===== src/rtl/viterbi_pkg.sv =====
// Shared types and helpers for the Viterbi traceback unit.
//   tbu_state_e : traceback FSM states
//   tb_next     : one traceback step, {s[SW-2:0], v[s]}
//   tb_bit      : decoded bit of a state, s[SW-1]
// The helpers work on MAX_SW/MAX_NS-wide operands with the live state width
// passed in, so one package serves any K up to MAX_SW+1.
package viterbi_pkg;

  localparam int K_DEF       = 4;
  localparam int TB_LEN_DEF  = 16;
  localparam int DEC_LEN_DEF = 8;

  localparam int MAX_SW = 8;
  localparam int MAX_NS = 1 << MAX_SW;

  typedef enum logic [1:0] {IDLE, TRACE, DRAIN} tbu_state_e;

  function automatic logic [MAX_SW-1:0] tb_next(input logic [MAX_SW-1:0] s,
                                                input logic [MAX_NS-1:0] v,
                                                input int unsigned       sw);
    logic [MAX_SW-1:0] mask;
    mask = (MAX_SW'(1) << sw) - MAX_SW'(1);
    return ((s << 1) | MAX_SW'(v[s])) & mask;
  endfunction

  function automatic logic tb_bit(input logic [MAX_SW-1:0] s,
                                  input int unsigned       sw);
    return |(s & (MAX_SW'(1) << (sw - 1)));
  endfunction

endpackage


===== src/rtl/viterbi_tbu_lifo_lifo.sv =====
// Bit LIFO used to reverse traceback order.
//   clk, rst        : clock, async active-low reset
//   push, din       : push din on top
//   pop             : drop the top entry
//   clr             : synchronous empty, wins over push/pop
//   top             : current top entry
//   empty           : no entries
//   count_is_one    : exactly one entry left
// Stored as a shift register with the top at bit 0, so no pointer indexing.
module tbu_lifo #(
  parameter int DEPTH = 8
) (
  input  logic clk,
  input  logic rst,
  input  logic push,
  input  logic pop,
  input  logic clr,
  input  logic din,
  output logic top,
  output logic empty,
  output logic count_is_one
);

  localparam int CW = $clog2(DEPTH + 1);

  logic [DEPTH-1:0] mem;
  logic [CW-1:0]    sp;
  logic             full;

  always_ff @(posedge clk or negedge rst) begin
    if (!rst) begin
      mem <= '0;
      sp  <= '0;
    end else if (clr) begin
      mem <= '0;
      sp  <= '0;
    end else if (push) begin
      mem <= DEPTH'({mem, din});
      sp  <= sp + CW'(1);
    end else if (pop) begin
      mem <= mem >> 1;
      sp  <= sp - CW'(1);
    end
  end

  assign top          = mem[0];
  assign empty        = (sp == '0);
  assign count_is_one = (sp == CW'(1));
  assign full         = (sp == CW'(DEPTH));

  a_push_full: assert property (@(posedge clk) disable iff (!rst) !(push && !clr && full));
  a_pop_empty: assert property (@(posedge clk) disable iff (!rst) !(pop && !clr && empty));

endmodule


===== src/rtl/viterbi_tbu_lifo.sv =====
// Viterbi traceback unit with LIFO re-ordering of decoded bits.
//   clk, rst                 : clock, async active-low reset
//   flush                    : synchronous abort to IDLE, empties the LIFO
//   start_valid/ready/state  : start a pass from a given best state
//   dec_valid/ready/vec      : one survivor vector per step, newest first
//   out_valid/ready/bit/last : decoded bits, oldest first, last marks newest
//   busy                     : FSM not in IDLE
// K must not exceed MAX_SW+1 of the package helpers.
module viterbi_tbu_lifo
  import viterbi_pkg::*;
#(
  parameter int K       = K_DEF,
  parameter int TB_LEN  = TB_LEN_DEF,
  parameter int DEC_LEN = DEC_LEN_DEF
) (
  input  logic                  clk,
  input  logic                  rst,
  input  logic                  flush,
  input  logic                  start_valid,
  input  logic [K-2:0]          start_state,
  output logic                  start_ready,
  input  logic                  dec_valid,
  input  logic [(1<<(K-1))-1:0] dec_vec,
  output logic                  dec_ready,
  output logic                  out_valid,
  output logic                  out_bit,
  output logic                  out_last,
  input  logic                  out_ready,
  output logic                  busy
);

  localparam int SW = K - 1;
  localparam int CW = $clog2(TB_LEN + DEC_LEN + 1);
  localparam logic [CW-1:0] TB_C   = CW'(TB_LEN);
  localparam logic [CW-1:0] LAST_C = CW'(TB_LEN + DEC_LEN - 1);

  tbu_state_e    state, state_n;
  logic [SW-1:0] s, s_n;
  logic [CW-1:0] step, step_n;
  logic          push, pop, bit_d;
  logic          lifo_top, lifo_empty, lifo_one;

  always_ff @(posedge clk or negedge rst) begin
    if (!rst) begin
      state <= IDLE;
      s     <= '0;
      step  <= '0;
    end else begin
      state <= state_n;
      s     <= s_n;
      step  <= step_n;
    end
  end

  always_comb begin
    state_n = state;
    s_n     = s;
    step_n  = step;
    push    = 1'b0;
    pop     = 1'b0;
    bit_d   = tb_bit(MAX_SW'(s), SW);
    case (state)
      IDLE: if (start_valid) begin
        s_n     = start_state;
        step_n  = '0;
        state_n = TRACE;
      end
      TRACE: if (dec_valid) begin
        s_n    = SW'(tb_next(MAX_SW'(s), MAX_NS'(dec_vec), SW));
        // Training steps walk the trellis but their bits are discarded.
        push   = (step >= TB_C);
        step_n = step + CW'(1);
        if (step == LAST_C) state_n = DRAIN;
      end
      DRAIN: if (out_valid && out_ready) begin
        pop = 1'b1;
        if (lifo_one) begin
          state_n = IDLE;
          step_n  = '0;
        end
      end
      default: state_n = IDLE;
    endcase
    // Abort beats every handshake in the same cycle.
    if (flush) begin
      state_n = IDLE;
      step_n  = '0;
      push    = 1'b0;
      pop     = 1'b0;
    end
  end

  tbu_lifo #(.DEPTH(DEC_LEN)) u_lifo (
    .clk          (clk),
    .rst          (rst),
    .push         (push),
    .pop          (pop),
    .clr          (flush),
    .din          (bit_d),
    .top          (lifo_top),
    .empty        (lifo_empty),
    .count_is_one (lifo_one)
  );

  // All outputs decode registered state, so they are glitch-free and the
  // first bit appears the cycle after the final step.
  assign start_ready = (state == IDLE);
  assign dec_ready   = (state == TRACE);
  assign busy        = (state != IDLE);
  assign out_valid   = (state == DRAIN) && !lifo_empty;
  assign out_bit     = out_valid & lifo_top;
  assign out_last    = out_valid & lifo_one;

endmodule


===== config.mk =====
export PLATFORM = sky130hd
export DESIGN_NAME = viterbi_tbu_lifo
export DESIGN_NICKNAME = d
export VERILOG_FILES = /design/src/rtl/viterbi_pkg.sv /design/src/rtl/viterbi_tbu_lifo_lifo.sv /design/src/rtl/viterbi_tbu_lifo.sv
export SDC_FILE = /design/constraint.sdc
export NUM_CORES = 1
export LEC_CHECK = 0
export ABC_CLOCK_PERIOD_IN_PS = 2100
export CAP_MARGIN = 20
export CORE_ASPECT_RATIO = 1.75
export CORE_MARGIN = 5
export CORE_UTILIZATION = 50
export CTS_BUF_LIST = sky130_fd_sc_hd__clkbuf_4
export DETAILED_ROUTE_END_ITERATION = 8
export PLACE_DENSITY = 0.78
export SKIP_CTS_REPAIR_TIMING = 1
export SLEW_MARGIN = 0
export SYNTH_ARGS = -nofsm -noshare
export SYNTH_HDL_FRONTEND = slang
export SYNTH_SLANG_ARGS = --single-unit

===== constraint.sdc =====
create_clock -name clk -period 2.1 [get_ports clk]
set_input_delay 0.42 -clock clk [delete_from_list [all_inputs] [get_ports clk]]
set_output_delay 0.42 -clock clk [all_outputs]
set_load 0.01 [all_outputs]

### Word level (Yosys, flattened, before mapping)

Index checks and enable logic that the tools add are counted.

| word-level totals | value |
|---|---|
| register bits | 22 |
| input bits | 17 |

| cells by class | value |
|---|---|
| $add $sub $neg | 3 |
| magnitude comparators | 2 |
| equality and inequality tests | 11 |
| mux-type cells | 30 |
| bitwise gates (word level) | 3 |
| reduce and logical (&&, ||, !) cells | 12 |

Operators by type and width:

| kind | count |
|---|---|
| two-way mux 5 bit | 5 |
| two-way mux 8 bit | 3 |
| case mux 5 bit (3 select lines) | 1 |
| two-way mux 2 bit | 6 |
| two-way mux 4 bit | 3 |
| != test 3 bit (second input constant) | 4 |
| AND reduction 5 bit | 2 |
| < comparator 3 x 9 -> 1 bit (second input constant) | 1 |
| two-way mux 1 bit | 7 |
| two-way mux 3 bit | 2 |
| case mux 2 bit (3 select lines) | 1 |
| case mux 3 bit (2 select lines) | 1 |
| adder 5 x 1 -> 5 bit (second input constant) | 1 |
| equality test 5 bit (second input constant) | 1 |
| greater-or-equal comparator 5 bit (second input constant) | 1 |
| adder 4 x 1 -> 4 bit (second input constant) | 1 |
| equality test 4 x 1 -> 1 bit (second input constant) | 1 |
| zero test 4 bit | 1 |
| != test 2 bit (second input constant) | 2 |
| nonzero test 2 bit | 2 |
| nonzero test 4 bit | 1 |
| subtractor 4 x 1 -> 4 bit (second input constant) | 1 |
| binary-select mux 1 bit (select 3 bit) | 1 |
| != test 3 x 2 -> 1 bit (second input constant) | 1 |
| other kinds (9) | 11 |

### Depth between registers and ports, before layout

Gate-level depths: netlist of the first run.

| logic depth | value |
|---|---|
| word-level depth | 10 |
| gate-level depth with buffers | 8 |

### Modules after synthesis

Synthesis of the first run repeated with hierarchy kept, for this count alone.

| second synthesis, totals | value |
|---|---|
| cell total of the unflattened synthesis | 141 |
| area, all modules | 1,441.4 sq um |

By module, submodules not included:

| module | times used | cells each | area an instance (sq um) |
|---|---|---|---|
| viterbi_tbu_lifo | 1 | 76 | 742.0 |
| tbu_lifo | 1 | 65 | 699.4 |

### Worst setup path after synthesis of the first run

Ideal clock, no wire load.

| timing path | value |
|---|---|
| kind | flip-flop to flip-flop |
| start | reg u_lifo.sp[0] |
| end | reg u_lifo.sp[3] |
| setup time | 0.125 ns |
| data arrival time | 1.839 ns |
| data required time | 1.975 ns |
| path slack | 0.137 ns |
| cell stages (with the launch flop) | 7 |
| path through | dfrtp_1 > inv_1 > ha_1 > nor3b_1 > nor2_2 > a31oi_1 > mux2_2 |

| between the ends | value |
|---|---|
| longest elaborated chain between the ends | 8 |

RTL lines:

| what | RTL line | RTL |
|---|---|---|
| from (decl) | viterbi_tbu_lifo_lifo.sv:27 | `logic [CW-1:0] sp;` |
| from (signal assigned) | viterbi_tbu_lifo_lifo.sv:39 | `sp <= sp + CW'(1);` |
| from (signal assigned) | viterbi_tbu_lifo_lifo.sv:42 | `sp <= sp - CW'(1);` |
| zero test 4 bit | viterbi_tbu_lifo_lifo.sv:47 | `assign empty = (sp == '0);` |
| zero test 1 bit | viterbi_tbu_lifo.sv:110 | `assign out_valid = (state == DRAIN) && !lifo_empty;` |
| logical AND 1 bit | viterbi_tbu_lifo.sv:110 |  |
| logical AND 1 bit | viterbi_tbu_lifo.sv:75 | `DRAIN: if (out_valid && out_ready) begin` |
| two-way mux 1 bit | viterbi_tbu_lifo.sv:75 |  |
| two-way mux 1 bit | viterbi_tbu_lifo.sv:62 | `case (state)` |
| two-way mux 1 bit | viterbi_tbu_lifo.sv:85 | `if (flush) begin` |
| nonzero test 3 bit (no source line) | - |  |

Several ways; a longest one is shown, not always the timed one. The select of a mux whose other input is x is not followed.
A chain may end at the register's enable or synchronous reset.

### Final worst setup path of the first run

| timing path | value |
|---|---|
| start | reg u_lifo.sp[0] |
| end | out out_last |

| between the ends | value |
|---|---|
| longest elaborated chain between the ends | 4 |

RTL lines:

| what | RTL line | RTL |
|---|---|---|
| zero test 4 bit | viterbi_tbu_lifo_lifo.sv:47 |  |
| zero test 1 bit | viterbi_tbu_lifo.sv:110 |  |
| logical AND 1 bit | viterbi_tbu_lifo.sv:110 |  |
| bitwise AND 1 bit (*) | viterbi_tbu_lifo.sv:112 | `assign out_last = out_valid & lifo_one;` |
| to (decl) | viterbi_tbu_lifo.sv:27 | `output logic out_last,` |

Mark *: on every way between the ends. The rest lies on a longest branch, timed or not.

==> reports/results.tsv, run 1 <==
metric	value	unit
root buf cell	clkbuf_4	
Least-Margin Pin Slew	0.3416	ns
top cells by area, synth	dfrtp_1 37%, ha_1 6.7%, mux2i_1 6.1%, o21ai_0 4.7%, a21oi_1 4.4%	
P_int	1014	uW
Mapped Area	1488	sq um
final-report max-slew violation count	0	
Seq/Total Area, Yosys	37.01	%
Synth Instances	166	
WL met2	2.004	mm
Fillers	243	
switching share of power	35.32	%
commonest non-fill, non-tap cell in the layout	dfrtp_1	
RR Endpoint	step[2]	
GRT Resource Usage Total	18.55	%
initial antenna violation count	0	
crit-path max FO	4	
Ports	23	
Post-synth EDFFs	0	
CTS Buf Count	3	
syn_nets	191	
clk_lat worst skew	0.32	ns
clock share of power	21.2	%
Synth Warn #	0	
asr flop ratio synth	100.0	%
Fmax	485.7	MHz
Initial Util	51.38	%
Inserted Diodes	0	
pre-CTS setup slack	0.01090	ns
final net count	226	
Die X	51.24	um
Worst path slowest cell	dfrtp_1	
drt first pass iters	4	
Hold Violations, Final	0	
Clock Sink Count	22	
DR WL met3	138	um
die area	4209	sq um
RSZ-0062 raised after global routing	true	
share of the synthesized area in the top cell type	37.01	%
Clock Path Buffers	2	
status	complete, no violations	
core footprint	2895	sq um
IO buf count	22	
crit path time final	2.059	ns
Clock transition at path regs	0.13	ns
Max Clock Skew	0.009427	ns
post-synth cell types	38	
CTS tree	yes	
Worst EP required	1.68	ns
Logic pwr share	44.2	%
Final Setup Violations	0	
NetSw	553.5	uW
Top FF cell, synth	dfrtp_1	
Final ANT Viol Nets	0	
flop2flop setup slack	0.09	ns
type of the tightest min-delay check	input port to asynchronous set/reset pin	
final setup margin	0.04098	ns
Final Wtd Congestion	0.8480	
First DRT Iteration DRCs	33	
Critical Path Source Type	register	
vias in the first global route	1407	
FF+latch area	550.5	sq um
first-pass GRT wire length	5.982	mm
num rows	26	
Avg Inst Size Synth	8.962	sq um
crit-path cells	inv_1 > ha_1 > nor3b_2 > nor2b_1 > and3_1 > clkbuf_2	
DRC Markers	0	
final hold slack	0.4365	ns
CP endpoint kind	output port	
crit path DAT	1.64	ns
CTS H-tree lvls	1	
source of the worst register-to-register timing path	u_lifo.sp[1]	
commonest cells after routing, fill and taps aside	22 x dfrtp_1, 17 x nor2_1, 17 x clkdlybuf4s50_1	
max layer used	met4	
Synth Register Bits	22	
CP peak stage delay	0.42	ns
Avg WL per Cell	15.70	um
Reg power frac	34.5	%
Post-DP HPWL	2.789	mm
area leader, netlist	dfrtp_1	
share of layout cells above drive strength 1	16.50	%
met1 wire length	1.386	mm
multi-input combinational cell area	895.9	sq um
total congestion overflow	0	
Register-to-Register Path Depth	6	
slew margin rel.	76.92	%
final worst-path cycle share	98.05	%
pwr dens	819.1	nW/um^2
LEAKAGE	0.0008570	uW
Tot Pwr	1567	uW
Area Overhead vs Synth	28.60	%
vias	1400	
via-per-instance ratio	6.140	
maximum VDD drop	0.0006249	V
Crit Path Category	register to output port	
final wirelength	3.579	mm
max cap viols	0	
largest net degree at the start of global routing	23	
die height	82.16	um
[power groups by stage]
stage	sequential [uW]	combinational, uW	clock, uW
after detailed placement	544	654	0
after global routing	551	776	348
after floorplan	526	433	0
after global placement	540	637	0
final	541	693	333
after CTS	536	657	334
[Yosys cell counts, drive strengths merged, types with 2 or more instances]
master / instances
dfrtp: 22
nor2: 18
o21ai: 15
a21oi: 13
nand3: 11
inv: 9
mux2i: 9
ha: 8
clkbuf: 7
a31oi: 6
nand2: 6
nand2b: 5
nor2b: 4
a311oi: 3
nor3b: 3
a221o: 2
and3: 2
mux2: 2
mux4: 2
nand4: 2
nor4: 2
[kinds of logic (layout without fill, tap and decap cells)]
| kind of cell | after synthesis | in the layout | share of synthesized area [%] |
|---|---|---|---|
| and+or+nand+nor | 60 | 60 | 21.28 |
| AOI/OAI and AO/OA | 44 | 44 | 18.42 |
| DFF | 22 | 22 | 37.01 |
| buffers and inverters | 17 | 51 | 4.794 |
| muxes | 13 | 13 | 10.60 |
| adders and majority gates | 8 | 8 | 6.729 |
| xor gates and xnor gates | 2 | 2 | 1.178 |
[layer usage]
| layer | GRT usage (%) | vias to the layer above |
|---|---|---|
| met3 | 2.154 | 5 |
| li1 | - | 676 |
| met5 | 0 | - |
| met4 | 7.349 | 0 |
| met2 | 36.82 | 32 |
| met1 | 19.24 | 687 |
[state kept, by name (all words and copies together), names as in the netlist]
| name | count |
|---|---|
| s | 3 |
| state | 2 |
| step | 5 |
| u_lifo.mem | 8 |
| u_lifo.sp | 4 |
[area by class of cell]
cell class                 instances  area share (%)
multi-input combinational        127           46.83
sequential                        22           28.78
timing repair buffer              38           18.05
tap                               28           1.831
inverter                           9           1.766
clock inverter                     1           1.570
clock buffer                       3           1.177
[stage by stage]
stage | util, % | TNS (ns) | cells | area [sq um]
after floorplan | - | 0 | 166 | 1488
after global placement | 62.53 | 0 | 222 | 1810
after detailed placement | 62.53 | 0 | 222 | 1810
after CTS | 64.35 | -1.068 | 226 | 1863
after global routing | 66.08 | -0.06466 | 228 | 1913
final | 66.08 | 0 | 228 | 1913
[worst max-delay path, delay by kind of cell, from the launching register on]
kind	cells	cell delay, ns
and+or+nand+nor	3	0.51
DFF	1	0.42
adders and majority gates	1	0.20
buffers and inverters	2	0.19
[how the worst max path moves through the flow]
stage | from | endpoint | slack, ns | depth (start not counted)
final | u_lifo.sp[0] | out_last | 0.04 | 6
after global routing | u_lifo.sp[0] | out_last | -0.04 | 6
after CTS | u_lifo.sp[0] | out_last | -0.36 | 6
after detailed placement | u_lifo.sp[0] | out_last | 0.01 | 6
after global placement | u_lifo.sp[0] | out_last | 0.10 | 6
after floorplan | u_lifo.sp[0] | u_lifo.sp[3] | 0.14 | 6
No activity file was read; power rests on OpenSTA's default activity.
==> run 2: changes to the inputs <==
- CORE_MARGIN: 5 -> 4
==> run 2 against run 1 <==
Against the previous run:
- clock power decreased by 2%
- first-iteration DRC count increased by 64%
- hold slack improved by 0.012 ns
- utilization increased by 0.73 points
- critical path depth unchanged
- sequential share of layout area decreased by 0.32 points
- wire length increased by 0.81%
- global-route usage about the same
- via count increased by 1.6%
- critical path type is now register to register
- largest power group unchanged
==> reports/results.tsv, run 2 (synthesis gave the netlist of run 1 again) <==
metric	value	unit	change
crit-path max FO	8		was 4
status	complete, no violations		unchanged
root buf cell	clkbuf_4		unchanged
final setup margin	0.04941	ns	was 0.04098 ns
CTS Buf Count	3		unchanged
Worst EP required	2.34	ns	was 1.68 ns
IO buf count	22		unchanged
Clock Path Buffers	2		unchanged
crit path DAT	2.29	ns	was 1.64 ns
clock share of power	20.7	%	was 21.2%
share of layout cells above drive strength 1	16.92	%	was 16.50%
Clock Sink Count	22		unchanged
clk_lat worst skew	0.31	ns	was 0.32 ns
CTS tree	yes		unchanged
switching share of power	35.27	%	was 35.32%
P_int	1025	uW	was 1014 uW
first-pass GRT wire length	5.727	mm	was 5.982 mm
Inserted Diodes	0		unchanged
CTS H-tree lvls	1		unchanged
flop2flop setup slack	0.05	ns	was 0.09 ns
largest registers	u_lifo.mem x8, step x5, u_lifo.sp x4		unchanged
Final Wtd Congestion	0.8410		was 0.8480
Max Clock Skew	0.004314	ns	was 0.009427 ns
pre-CTS setup slack	0.05973	ns	was 0.01090 ns
Clock transition at path regs	0.13	ns	about the same
Largest register FFs	8		unchanged
LEAKAGE	0.0008698	uW	was 0.0008570 uW
DRC Markers	0		unchanged
die height	80.16	um	was 82.16 um
Least-Margin Pin Slew	0.3974	ns	was 0.3416 ns
maximum VDD drop	0.0005794	V	was 0.0006249 V
max cap viols	0		unchanged
Die X	49.24	um	was 51.24 um
Critical Path Source Type	register		unchanged
commonest non-fill, non-tap cell in the layout	dfrtp_1		unchanged
Final ANT Viol Nets	0		unchanged
Fillers	228		was 243
NetSw	558.9	uW	was 553.5 uW
Logic pwr share	45.4	%	was 44.2%
Non-Filler Instances	229		was 228
First DRT Iteration DRCs	54		was 33
Final Setup Violations	0		unchanged
Crit Path Category	register to register		was register to output port
pwr dens	819.1	nW/um^2	about the same
CP endpoint kind	register		was output port
Reg power frac	33.9	%	was 34.5%
RR Endpoint	step[2]		unchanged
fin util	66.81	%	was 66.08%
placed cells	222		unchanged
Fmax	487.7	MHz	was 485.7 MHz
Ports	23		unchanged
vias in the first global route	1365		was 1,407
GRT Resource Usage Total	18.51	%	was 18.55%
total congestion overflow	0		unchanged
via-per-instance ratio	6.214		was 6.140
Setup TNS	0	ns	unchanged
drt first pass iters	4		unchanged
final net count	227		was 226
source of the worst register-to-register timing path	u_lifo.sp[0]		was u_lifo.sp[1]
vias	1423		was 1,400
commonest cells after routing, fill and taps aside	22 x dfrtp_1, 18 x clkdlybuf4s50_1, 17 x nor2_1, 17 x buf_4, 14 x o21ai_0		was 22 x dfrtp_1, 17 x nor2_1, 17 x clkdlybuf4s50_1
die area	3947	sq um	was 4209 sq um
initial antenna violation count	0		unchanged
num rows	26		unchanged
largest net degree at the start of global routing	23		unchanged
core footprint	2895	sq um	unchanged
crit path time final	2.051	ns	was 2.059 ns
Area Overhead vs Synth	30.03	%	was 28.60%
Initial Util	51.38	%	unchanged
Tot Pwr	1584	uW	was 1567 uW
final wirelength	3.608	mm	was 3.579 mm
Top reg by flops	u_lifo.mem		unchanged
slew margin rel.	73.15	%	was 76.92%
final-report max-slew violation count	0		unchanged
Hold Violations, Final	0		unchanged
Register-to-Register Path Depth	6		unchanged
type of the tightest min-delay check	input port to asynchronous set/reset pin		unchanged
Avg WL per Cell	15.76	um	was 15.70 um
Post-DP HPWL	2.720	mm	was 2.789 mm
final worst-path cycle share	97.65	%	was 98.05%
-- run 2: through the flow --
stage / hold WS, ns / area [sq um]
detailed placement: 0.5312 / 1810
finish: 0.4486 / 1934
global placement: 0.5311 / 1810
CTS: 0.4509 / 1863
floorplan: 0.1244 / 1488
global route: 0.4645 / 1934
-- run 2: how the worst max path moves through the flow --
stage | slack [ns] | end | from | cells after the start
after floorplan | 0.14 | u_lifo.sp[3] | u_lifo.sp[0] | 6
after global placement | 0.10 | out_last | u_lifo.sp[0] | 6
after detailed placement | 0.06 | out_last | u_lifo.sp[0] | 6
after CTS | -0.31 | out_last | u_lifo.sp[0] | 6
after global routing | -0.002 | step[2] | u_lifo.sp[0] | 6
final | 0.05 | step[2] | u_lifo.sp[0] | 6
-- run 2: layer usage --
layer	track usage [%]	up-vias	wire length (um)	share of wire [%]
met2	36.16	57	2037	56
met3	2.783	6	174	4.8
met5	0	-	0	0
li1	-	680	-	-
met1	18.25	680	1349	37
met4	9.402	0	46	1.3
-- run 2: cell type report --
cell class	instances	area, sq um	share of cell area [%]
Clock inverter	1	30.03	1.552
Multi-Input combinational cell	127	904.6	46.77
Sequential cell	22	550.5	28.46
Tap cell	28	35.03	1.811
Clock buffer	3	22.52	1.164
Timing Repair Buffer	39	357.8	18.50
Inverter	9	33.78	1.746
-- run 2: worst max-delay path, cell delays in order, from the launching register on --
cell	delay (ns)
dfrtp_1	0.42
buf_4	0.13
ha_2	0.17
or3b_4	0.39
o21a_4	0.25
or4_1	0.49
a31oi_1	0.13
-- run 2: power groups by stage --
stage               Sequential, uW  Combinational [uW]  Clock, uW
finish                         537                 720        327
global route                   545                 792        348
CTS                            537                 661        332
detailed placement             543                 654          0
global placement               540                 637          0
floorplan                      526                 433          0
